### src/rtl/instr_fetch_unit.sv
// instr_fetch_unit: PC owner issuing in-order fetches, buffering instructions for decode, handling redirects
module instr_fetch_unit #(
   parameter logic [31:0] RESET_PC   = 32'h0000_0000,
   parameter int          FIFO_DEPTH = 2
) (
   input  logic        clk,
   input  logic        rst,
   output logic        imem_req_valid,
   input  logic        imem_req_ready,
   output logic [31:0] imem_req_addr,
   input  logic        imem_resp_valid,
   input  logic [31:0] imem_resp_data,
   input  logic        redirect_valid,
   input  logic [31:0] redirect_pc,
   output logic        if_valid,
   input  logic        if_ready,
   output logic [31:0] if_instr,
   output logic [31:0] if_pc,
   output logic [31:0] if_pc_plus4
);
   localparam int AW = $clog2(FIFO_DEPTH);
   localparam int CW = AW + 1;
   typedef enum logic [1:0] {IDLE, RUN, DRAIN} state_e;
   state_e          state_q, state_d;
   logic [31:0]     fetch_pc_q, fetch_pc_d, resp_pc_q, resp_pc_d, redir_pc;
   logic [CW-1:0]   outst_q, outst_d, drop_q, drop_d, cnt_q, cnt_d;
   logic [AW-1:0]   wr_q, wr_d, rd_q, rd_d;
   logic [31:0]     instr_q [FIFO_DEPTH];
   logic [31:0]     pc_q [FIFO_DEPTH];
   logic            credit_ok, req_fire, push, pop;
   // Requests in flight plus buffered entries never exceed the buffer, so no response can overflow it
   assign credit_ok      = ({1'b0, outst_q} + {1'b0, cnt_q}) < (CW+1)'(FIFO_DEPTH);
   assign imem_req_valid = (state_q == RUN) && credit_ok && !redirect_valid;
   assign imem_req_addr  = fetch_pc_q;
   assign req_fire       = imem_req_valid && imem_req_ready;
   assign if_valid       = cnt_q != '0;
   assign pop            = if_valid && if_ready && !redirect_valid;
   assign push           = imem_resp_valid && drop_q == '0 && !redirect_valid;
   assign if_instr       = if_valid ? instr_q[rd_q] : '0;
   assign if_pc          = if_valid ? pc_q[rd_q] : '0;
   assign if_pc_plus4    = if_pc + 32'd4;
   assign redir_pc       = redirect_pc & ~32'd3;
   // Next-state: normal fetch/response/pop bookkeeping, overridden wholesale by a redirect
   always_comb begin
      fetch_pc_d = req_fire ? fetch_pc_q + 32'd4 : fetch_pc_q;
      resp_pc_d  = push ? resp_pc_q + 32'd4 : resp_pc_q;
      outst_d    = outst_q + CW'(req_fire) - CW'(imem_resp_valid);
      drop_d     = (imem_resp_valid && drop_q != '0) ? drop_q - 1'b1 : drop_q;
      cnt_d      = cnt_q + CW'(push) - CW'(pop);
      wr_d       = push ? wr_q + 1'b1 : wr_q;
      rd_d       = pop ? rd_q + 1'b1 : rd_q;
      if (redirect_valid) begin
         fetch_pc_d = redir_pc;
         resp_pc_d  = redir_pc;
         drop_d     = outst_q - CW'(imem_resp_valid);
         cnt_d      = '0;
         wr_d       = '0;
         rd_d       = '0;
      end
      state_d = (state_q == IDLE || drop_d == '0) ? RUN : DRAIN;
   end
   // State and control registers
   always_ff @(posedge clk or negedge rst) begin
      if (!rst) begin
         state_q    <= IDLE;
         fetch_pc_q <= RESET_PC;
         resp_pc_q  <= RESET_PC;
         outst_q    <= '0;
         drop_q     <= '0;
         cnt_q      <= '0;
         wr_q       <= '0;
         rd_q       <= '0;
      end else begin
         state_q    <= state_d;
         fetch_pc_q <= fetch_pc_d;
         resp_pc_q  <= resp_pc_d;
         outst_q    <= outst_d;
         drop_q     <= drop_d;
         cnt_q      <= cnt_d;
         wr_q       <= wr_d;
         rd_q       <= rd_d;
      end
   end
   // Buffer storage; contents are only visible through the occupancy count, so no reset is needed
   always_ff @(posedge clk) begin
      if (push) begin
         instr_q[wr_q] <= imem_resp_data;
         pc_q[wr_q]    <= resp_pc_q;
      end
   end
   a_no_overflow: assert property (@(posedge clk) disable iff (!rst) !(push && !pop && cnt_q == CW'(FIFO_DEPTH)));
   a_no_underflow: assert property (@(posedge clk) disable iff (!rst) !(imem_resp_valid && outst_q == '0));
endmodule

### config.mk
export PLATFORM = sky130hd
export DESIGN_NAME = instr_fetch_unit
export DESIGN_NICKNAME = d
export VERILOG_FILES = /design/src/rtl/instr_fetch_unit.sv
export SDC_FILE = /design/constraint.sdc
export NUM_CORES = 1
export LEC_CHECK = 0
export CELL_PAD_IN_SITES_DETAIL_PLACEMENT = 2
export CELL_PAD_IN_SITES_GLOBAL_PLACEMENT = 2
export CORE_ASPECT_RATIO = 2
export CORE_MARGIN = 2
export CORE_UTILIZATION = 34
export CTS_CLUSTER_SIZE = 16
export DETAILED_ROUTE_END_ITERATION = 8
export PLACE_DENSITY = 0.91
export SYNTH_ARGS = -nofsm -noshare
export SYNTH_HDL_FRONTEND = slang
export SYNTH_SLANG_ARGS = --single-unit
export TNS_END_PERCENT = 30
### constraint.sdc
create_clock -name clk -period 5.16 [get_ports clk]
set_input_delay 0.774 -clock clk [delete_from_list [all_inputs] [get_ports clk]]
set_output_delay 0.774 -clock clk [all_outputs]
set_load 0.005 [all_outputs]
==> results of run 1 <==
## registers in the layout (all words and copies together), names as in the netlist
register,count
outst_q,2
instr_q,64
pc_q,60
drop_q,2
rd_q,1
imem_req_addr,30
cnt_q,2
wr_q,1
resp_pc_q,30
state_q,2
## layout by cell type, fill, tap and decap left out, types with 3 or more instances in the layout
master | netlist | final
sky130_fd_sc_hd__xor2_1 | 42 | 42
sky130_fd_sc_hd__edfxtp_1 | 124 | 124
sky130_fd_sc_hd__nor2_4 | 0 | 3
sky130_fd_sc_hd__nand2_1 | 62 | 62
sky130_fd_sc_hd__conb_1 | 1 | 6
sky130_fd_sc_hd__and2_1 | 4 | 4
sky130_fd_sc_hd__dfrtp_1 | 70 | 69
sky130_fd_sc_hd__and3_1 | 5 | 5
sky130_fd_sc_hd__o211ai_1 | 13 | 13
sky130_fd_sc_hd__nand3_1 | 42 | 42
sky130_fd_sc_hd__o21ai_0 | 29 | 29
sky130_fd_sc_hd__buf_4 | 8 | 10
sky130_fd_sc_hd__inv_1 | 15 | 15
sky130_fd_sc_hd__clkdlybuf4s50_1 | 0 | 190
sky130_fd_sc_hd__xnor2_1 | 31 | 31
sky130_fd_sc_hd__nand3b_1 | 5 | 5
sky130_fd_sc_hd__mux2_2 | 15 | 15
sky130_fd_sc_hd__mux2i_1 | 63 | 63
sky130_fd_sc_hd__a31oi_1 | 4 | 4
sky130_fd_sc_hd__nor4_1 | 10 | 10
sky130_fd_sc_hd__or4_1 | 3 | 3
sky130_fd_sc_hd__inv_6 | 0 | 5
sky130_fd_sc_hd__bufinv_16 | 0 | 3
sky130_fd_sc_hd__nor2_1 | 92 | 89
sky130_fd_sc_hd__o21ai_1 | 6 | 6
sky130_fd_sc_hd__o311ai_0 | 9 | 9
sky130_fd_sc_hd__nor4_2 | 6 | 6
sky130_fd_sc_hd__ha_1 | 9 | 9
sky130_fd_sc_hd__nand4_2 | 3 | 3
sky130_fd_sc_hd__nor3_1 | 23 | 23
sky130_fd_sc_hd__clkbuf_16 | 0 | 17
sky130_fd_sc_hd__a21oi_1 | 8 | 8
sky130_fd_sc_hd__nand4_1 | 23 | 23
## where the power goes
part	internal (mW)	switching, mW
logic	0.675	0.654
clock network	0.769	0.616
registers	1.84	0.194
## cells by family (layout without fill, tap and decap cells)
logic type	Yosys count	in the layout	share of synthesized area, %
xor+xnor	73	73	6.803
flops	194	194	58.26
buf+inv	57	247	3.155
mux	78	78	8.507
compound gates	81	81	5.685
simple gates	297	297	16.14
other cells	1	6	0.03990
fa+ha+maj	10	10	1.411
## final cells by class
class                      instances  area share [%]
clock buffer                      17           3.479
clock inverter                    13           1.422
inverter                          16          0.4911
multi-input combinational        545           29.99
sequential                       194           44.81
tap                              352           3.602
timing repair buffer             201           16.21
## through the flow
step	util, %	setup WS, ns	power [mW]
global placement	42.55	1.055	3.292
floorplan	-	0.7233	2.685
global route	44.74	0.1619	4.987
CTS	44.74	0.3366	4.809
detailed placement	42.55	0.8241	3.403
finish	44.74	0.4292	4.748
## how the worst min path moves through the flow
stage,start,end,slack [ns]
floorplan,state_q[0],state_q[0],0.45
global placement,state_q[0],state_q[0],0.46
detailed placement,state_q[0],state_q[0],0.48
CTS,rst,imem_req_addr[27],0.42
global route,rst,imem_req_addr[27],0.45
finish,rst,imem_req_addr[27],0.40
## metal layers
metal	wire length, um	global-route usage, %
met5	0	0
met4	438	5.225
met1	11950	24.49
met3	1093	3.149
met2	15080	36.58
==> flow_summary.rst, run 1 <==
.. list-table::
   :header-rows: 1

   * - Metric
     - Value
   * - Total clock buffers created by CTS
     - 17
   * - Worst Setup Start Kind
     - flop
   * - Drt drc
     - 0
   * - Slew headroom
     - 34.02%
   * - Worst Hold Margin
     - 0.4023 ns
   * - Total Nets Final
     - 1055
   * - Unrepaired setup endpoints after global routing
     - no
   * - Vias in the first global route
     - 7966
   * - Post-synthesis cell type count
     - 61
   * - Combined global-route utilization of all metal layers
     - 20.11%
   * - Cell area reported after detailed placement
     - 0.01163 mm^2
   * - Cell area after layout
     - 0.01223 mm^2
   * - Max-cap check violation count
     - 0
   * - Number of setup buffers added after CTS
     - 0
   * - Kind of path behind the tightest hold check
     - in -> async
   * - Per-instance average area after synthesis
     - 11.88 um^2
   * - Arrival @ worst endpoint
     - 3.96 ns
   * - Worst Tran Pin Value
     - 0.9861 ns
   * - Yosys warnings
     - 0
   * - Endpoint kind of the worst setup timing path
     - output port
   * - Total Negative Setup Slacks
     - 0 ns
   * - Top cell type's share of synthesized area
     - 39.62%
   * - Avg Vias per Cell
     - 5.263
   * - Drt total wl
     - 28.56 mm
   * - Longest Clk Path Bufs
     - 2
   * - WL per Instance
     - 21.35 um
   * - Power per unit of standard cell area
     - 388.3 mW/mm^2
   * - Status
     - complete, no violations
   * - P_leak
     - 4.255 nW
   * - Slack of the worst reg-to-reg path
     - 1.77 ns
   * - CTS hold repair buffers
     - 0
   * - Sequential Area
     - 0.005479 mm^2
   * - Required time at the worst-slack endpoint
     - 4.39 ns
   * - Detailed Place HPWL
     - 20.62 mm
   * - Die boundary height
     - 239.1 um
   * - Most numerous cell types in the synthesized netlist
     - sky130_fd_sc_hd__edfxtp_1, sky130_fd_sc_hd__nor2_1, sky130_fd_sc_hd__dfrtp_1
   * - Buffers & Inverters on Critical Path
     - 2
   * - Setup violations, final
     - 0
   * - Final hold viol count
     - 0
   * - Top-level port count
     - 200
   * - Largest stage delay, worst path
     - 0.83 ns
   * - Total congestion overflow after global routing
     - 0
   * - Pin count of the biggest net entering global routing
     - 63
   * - Number of stages on the worst setup path
     - 7
   * - Peak supply drop
     - 234.2 uV
   * - Clock tree sinks
     - 194
   * - Worst reg2reg path endpoint
     - outst_q[1]
   * - Clock latency on the worst-skew pair
     - 0.44 ns
   * - Post-DRT Antenna Nets
     - 0
   * - Diodes inserted
     - 0
   * - Total via count after detailed routing
     - 7042
   * - Area of the core
     - 0.02733 mm^2
   * - Cell count after synthesis
     - 791
   * - Site Rows
     - 86
   * - Synth Register Bits
     - 194
   * - Top post-synthesis cells by area
     - sky130_fd_sc_hd__edfxtp_1, sky130_fd_sc_hd__dfrtp_1, sky130_fd_sc_hd__mux2i_1, sky130_fd_sc_hd__xor2_1, sky130_fd_sc_hd__nor2_1
   * - Critical path class
     - reg -> out
   * - Setup clock skew after layout
     - 0.01049 ns
   * - Global-route wire length before repair
     - 45.23 mm
   * - Synth Flop Type
     - sky130_fd_sc_hd__edfxtp_1
   * - R2R cell count
     - 10
   * - Post-synthesis to final-layout area growth
     - 30.12%
   * - Peak clock frequency supported by timing
     - 0.2114 GHz
   * - Die area
     - 0.02907 mm^2
   * - Number of H-tree levels
     - 4
   * - Global placement routability congestion
     - 0.8520
   * - Root Driver
     - sky130_fd_sc_hd__clkbuf_16
   * - Total iterations of the first detailed-routing run
     - 4
   * - Starting Density
     - 34.38%
   * - Period utilization
     - 91.68%
   * - Drt first-iter violations
     - 452
   * - Antenna violations before repair
     - 0
   * - Fraction of registers with async set/reset
     - 36.08%
   * - Slowest cell on crit path
     - sky130_fd_sc_hd__dfrtp_4
   * - Number of instances resized during post-cts repair
     - 0
   * - Number of flops mapped to enable cells by yosys
     - 124
   * - Non-filler instance count after layout
     - 1338
   * - Crit path launch
     - rd_q
   * - Count leader, synth
     - sky130_fd_sc_hd__edfxtp_1
   * - Post-Synthesis Cell Area
     - 0.009398 mm^2
   * - Area of combinational cells with multiple inputs
     - 0.003667 mm^2
   * - Reg-to-reg critical path startpoint
     - cnt_q[0]
   * - Worst Setup EP
     - if_pc_plus4[30]
   * - Largest area contributor in the netlist
     - sky130_fd_sc_hd__edfxtp_1
   * - Die extent in x
     - 121.6 um
   * - Final Max Tran Viols
     - 0
   * - Clock slew at the register clock pins of the worst setup and hold paths
     - 0.07 ns
   * - Final period demand of the worst path
     - 4.731 ns
   * - Highest fanout seen on the critical path
     - 42
   * - Register area share after synthesis
     - 58.26%
   * - Port Buf Inserts
     - 191
   * - Top Family by Delay on Critical Path
     - buffers and inverters
   * - Filler Cells Inserted
     - 2776
   * - Cell total after placement
     - 1308
   * - Ordered cell list for the critical path
     - buf_4 -> nand3_1 -> a22oi_1 -> nand4_2 -> nor4_2 -> xor2_1 -> clkdlybuf4s50_1
   * - TritonCTS clock tree
     - done
   * - Proportion of layout cells with a drive suffix above 1
     - 8.824%
(Power assumes the default switching activity.)
==> inputs of run 2 (changes only) <==
ABC_AREA = 1   (was not set)
CORE_UTILIZATION = 31   (was 34)
==> run 2 against run 1 <==
  * Utilization is 4.7 points lower
  * Critical endpoint is now if_pc_plus4[24]
  * Die area is 21% higher
  * Hold slack better by 0.085 ns
  * Cell count is 43% higher
  * Largest cell class unchanged
  * Worst setup slack better by 0.41 ns
  * Largest power group unchanged
  * Count of clock-buffer cells in the layout stayed put
  * Global-route usage is 2.8 points higher
  * Highest routed layer unchanged
==> flow_summary.rst, run 2 <==
.. list-table::
   :header-rows: 1

   * - Metric
     - Value
   * - Die extent in x
     - 133.8 um (+10%)
   * - Area of the core
     - 0.03340 mm^2 (+22%)
   * - Critical path class
     - reg -> out
   * - Drt first-iter violations
     - 418 (-7.5%)
   * - Detailed Place HPWL
     - 29.84 mm (+45%)
   * - Most used cells in the layout excluding fill and tap cells
     - sky130_fd_sc_hd__nand2_1, sky130_fd_sc_hd__clkdlybuf4s50_1, sky130_fd_sc_hd__edfxtp_1, sky130_fd_sc_hd__inv_1, sky130_fd_sc_hd__nor2_1
   * - Worst Tran Pin Value
     - 1.038 ns (+0.05227 ns)
   * - Reported net switching power
     - 1.786 mW (+22%)
   * - Status
     - complete, no violations
   * - Most frequent standard cell in the layout excluding fill and tap cells
     - sky130_fd_sc_hd__nand2_1
   * - Synth Register Bits
     - 194 (unchanged)
   * - Total clock buffers created by CTS
     - 17 (unchanged)
   * - Proportion of layout cells with a drive suffix above 1
     - 6.603% (-2.2 points)
   * - Per-instance average area after synthesis
     - 8.237 um^2 (-31%)
   * - Root Driver
     - sky130_fd_sc_hd__clkbuf_16
   * - Vias in the first global route
     - 10980 (+38%)
   * - Final Max Tran Viols
     - 0 (unchanged)
   * - Worst Setup Start Kind
     - flop
   * - Biggest register
     - instr_q
   * - Internal power
     - 3.157 mW (-3.9%)
   * - Number of instances resized during post-cts repair
     - 0 (unchanged)
   * - Global-route wire length before repair
     - 61.73 mm (+36%)
   * - Count leader, synth
     - sky130_fd_sc_hd__nand2_1
   * - Final hold viol count
     - 0 (unchanged)
   * - Cell total after placement
     - 1873 (+43%)
   * - Endpoint kind of the worst setup timing path
     - output port
   * - Register area share after synthesis
     - 52.38% (-5.9 points)
   * - Max-cap check violation count
     - 0 (unchanged)
   * - Clock group share of total power
     - 27.2% (-2.0 points)
   * - Yosys warnings
     - 0 (unchanged)
   * - Die boundary height
     - 263.7 um (+10%)
   * - Post-synthesis cell type count
     - 41 (-33%)
   * - Required time at the worst-slack endpoint
     - 4.39 ns (about the same)
   * - Unrepaired setup endpoints after global routing
     - no
   * - Avg Vias per Cell
     - 5.037 (-4.3%)
   * - Total congestion overflow after global routing
     - 0 (unchanged)
   * - Number of setup buffers added after CTS
     - 0 (unchanged)
   * - Clock slew at the register clock pins of the worst setup and hold paths
     - 0.08 ns (about the same)
   * - Cell count after synthesis
     - 1269 (+60%)
   * - Total iterations of the first detailed-routing run
     - 4 (unchanged)
   * - Antenna violations before repair
     - 4 (+4)
   * - Total Nets Final
     - 1536 (+46%)
   * - Port Buf Inserts
     - 191 (unchanged)
   * - Part of the total power dissipated in sequential elements
     - 42.2% (-0.6 points)
   * - Number of H-tree levels
     - 4 (unchanged)
   * - Drt total wl
     - 39.74 mm (+39%)
   * - Post-DRT Antenna Nets
     - 0 (unchanged)
   * - CTS hold repair buffers
     - 0 (unchanged)
   * - Top-level port count
     - 200 (unchanged)
   * - Combined global-route utilization of all metal layers
     - 22.94% (+2.8 points)
   * - Kind of path behind the tightest hold check
     - reg -> reg
   * - Arrival @ worst endpoint
     - 3.54 ns (-0.42 ns)
   * - Top cell type's share of synthesized area
     - 35.62% (-4.0 points)
   * - Drt drc
     - 0 (unchanged)
   * - Die area
     - 0.03529 mm^2 (+21%)
   * - Total Negative Setup Slacks
     - 0 ns (unchanged)
   * - Period utilization
     - 83.64% (-8.0 points)
   * - Setup violations, final
     - 0 (unchanged)
   * - Highest fanout seen on the critical path
     - 65 (+55%)
   * - Part of the power in combinational logic
     - 30.6% (+2.6 points)
   * - Post-synthesis to final-layout area growth
     - 28.11%
   * - Clock latency on the worst-skew pair
     - 0.46 ns (+0.02 ns)
   * - Largest area contributor in the netlist
     - sky130_fd_sc_hd__edfxtp_1
   * - Non-filler instance count after layout
     - 1910 (+43%)
   * - Most numerous cell types in the synthesized netlist
     - sky130_fd_sc_hd__nand2_1, sky130_fd_sc_hd__edfxtp_1, sky130_fd_sc_hd__inv_1
   * - P_leak
     - 5.477 nW (+29%)
   * - Net switching share of the total power
     - 36.13% (+5.3 points)
   * - Longest Clk Path Bufs
     - 2 (unchanged)
   * - Peak supply drop
     - 220.9 uV (-5.7%)
   * - Post-Synthesis Cell Area
     - 0.01045 mm^2 (+11%)
   * - Number of flip-flops in the largest register
     - 64 (unchanged)
   * - Final period demand of the worst path
     - 4.316 ns (-0.4149 ns)
   * - WL per Instance
     - 20.81 um (-2.5%)
   * - Fraction of registers with async set/reset
     - 36.08% (unchanged)
   * - Starting Density
     - 31.29% (-3.1 points)
   * - Peak clock frequency supported by timing
     - 0.2317 GHz (+9.6%)
   * - Global placement routability congestion
     - 0.8525 (about the same)
   * - Number of flops mapped to enable cells by yosys
     - 124 (unchanged)
   * - Top post-synthesis cells by area
     - sky130_fd_sc_hd__edfxtp_1, sky130_fd_sc_hd__nand2_1, sky130_fd_sc_hd__dfrtp_1, sky130_fd_sc_hd__nand3_1, sky130_fd_sc_hd__inv_1
   * - TritonCTS clock tree
     - done
   * - Site Rows
     - 95 (+10%)
   * - Setup clock skew after layout
     - 0.01020 ns (-0.0002959 ns)
   * - Power per unit of standard cell area
     - 369.1 mW/mm^2 (-4.9%)
   * - Slew headroom
     - 30.78% (-3.2 points)
   * - Leading registers by flop count
     - instr_q: 64 flops, pc_q: 60 flops
   * - Pin count of the biggest net entering global routing
     - 71 (+13%)
   * - Synth Flop Type
     - sky130_fd_sc_hd__edfxtp_1
   * - Total via count after detailed routing
     - 9621 (+37%)
   * - Clock tree sinks
     - 194 (unchanged)
-- run 2: cell count changes after synthesis, sizes merged, moves of 12 or more --
cell	before	now
nor4	17	0
a21oi	8	48
nand2	64	484
nor2	94	135
xor2	42	30
nor3	23	11
xnor2	31	13
nand4	26	11
nand3	42	106
mux2	15	0
mux2i	63	1
inv	16	124
-- run 2: cell type report --
type	count	area [um^2]
clock inverters	15	157.7
diodes	5	12.51
clock buffers	17	425.4
multi-input cells	912	4288
flip-flops and latches	194	5477
repair buffers	205	2012
fillers	3787	20010
inverters	126	473.0
well taps	436	545.5
-- run 2: power groups by stage --
stage               registers (mW)  logic [mW]  clock network (mW)
floorplan                     2.04       0.786                   0
global placement              2.09        1.41                   0
detailed placement            2.11        1.51                   0
CTS                           2.08        1.55                1.37
global route                  2.11        1.67                1.41
finish                        2.08        1.51                1.34
-- run 2: stage by stage --
step                worst slack (ns)  total power, mW  utilization (%)  instance area (um^2)  hold WS [ns]
finish                        0.8441            4.942            40.09                 13390        0.4872
global placement               1.369            3.500            38.31                 12790        0.4657
detailed placement             1.243            3.626            38.31                 12790        0.4917
global route                  0.5519            5.196            40.09                 13390        0.5174
CTS                           0.7362            4.997            40.05                 13380        0.4964
floorplan                     0.6364            2.825                -                 10470        0.4529
-- run 2: path summary, 6_finish.rpt --
| check | startpoint | endpoint | slack [ns] | cells after the start |
|---|---|---|---|---|
| worst min-delay path | state_q[1] | state_q[0] | 0.49 | 1 |
| max in group asynchronous | rst | rd_q | 3.83 | 2 |
| worst max-delay path | rd_q | if_pc_plus4[24] | 0.84 | 10 |
| min in group asynchronous | rst | resp_pc_q[29] | 0.53 | 2 |
| worst max register to register | cnt_q[0] | imem_req_addr[21] | 1.72 | 14 |
| worst min register to register | state_q[1] | state_q[0] | 0.49 | 1 |
-- run 2: routing by layer --
| layer | up-vias | part of all wire, % | GRT usage [%] |
|---|---|---|---|
| met2 | 215 | 59 | 46.93 |
| li1 | 4456 | - | - |
| met1 | 4874 | 34 | 21.95 |
| met4 | 0 | 4.0 | 10.93 |
| met5 | - | 0 | 0 |
| met3 | 76 | 2.4 | 2.360 |
-- run 2: logic make-up after synthesis --
logic type      share of synthesized area [%]
mux                                   0.09577
fa+ha+maj                               1.269
xor+xnor                                3.603
simple gates                            30.33
other cells                           0.03588
flops                                   52.38
buf+inv                                 6.919
compound gates                          5.363
-- run 2: worst max-delay path, stage by stage (launching register included) --
cell and delay [ns]:
sky130_fd_sc_hd__dfrtp_2 0.38, sky130_fd_sc_hd__buf_4 0.60, sky130_fd_sc_hd__or2_2 0.23, sky130_fd_sc_hd__nand2_1 0.17, sky130_fd_sc_hd__inv_1 0.17, sky130_fd_sc_hd__ha_1 0.21
sky130_fd_sc_hd__inv_1 0.13, sky130_fd_sc_hd__nor3_2 0.42, sky130_fd_sc_hd__nand3_1 0.13, sky130_fd_sc_hd__nand2_1 0.10, sky130_fd_sc_hd__clkdlybuf4s50_1 0.52
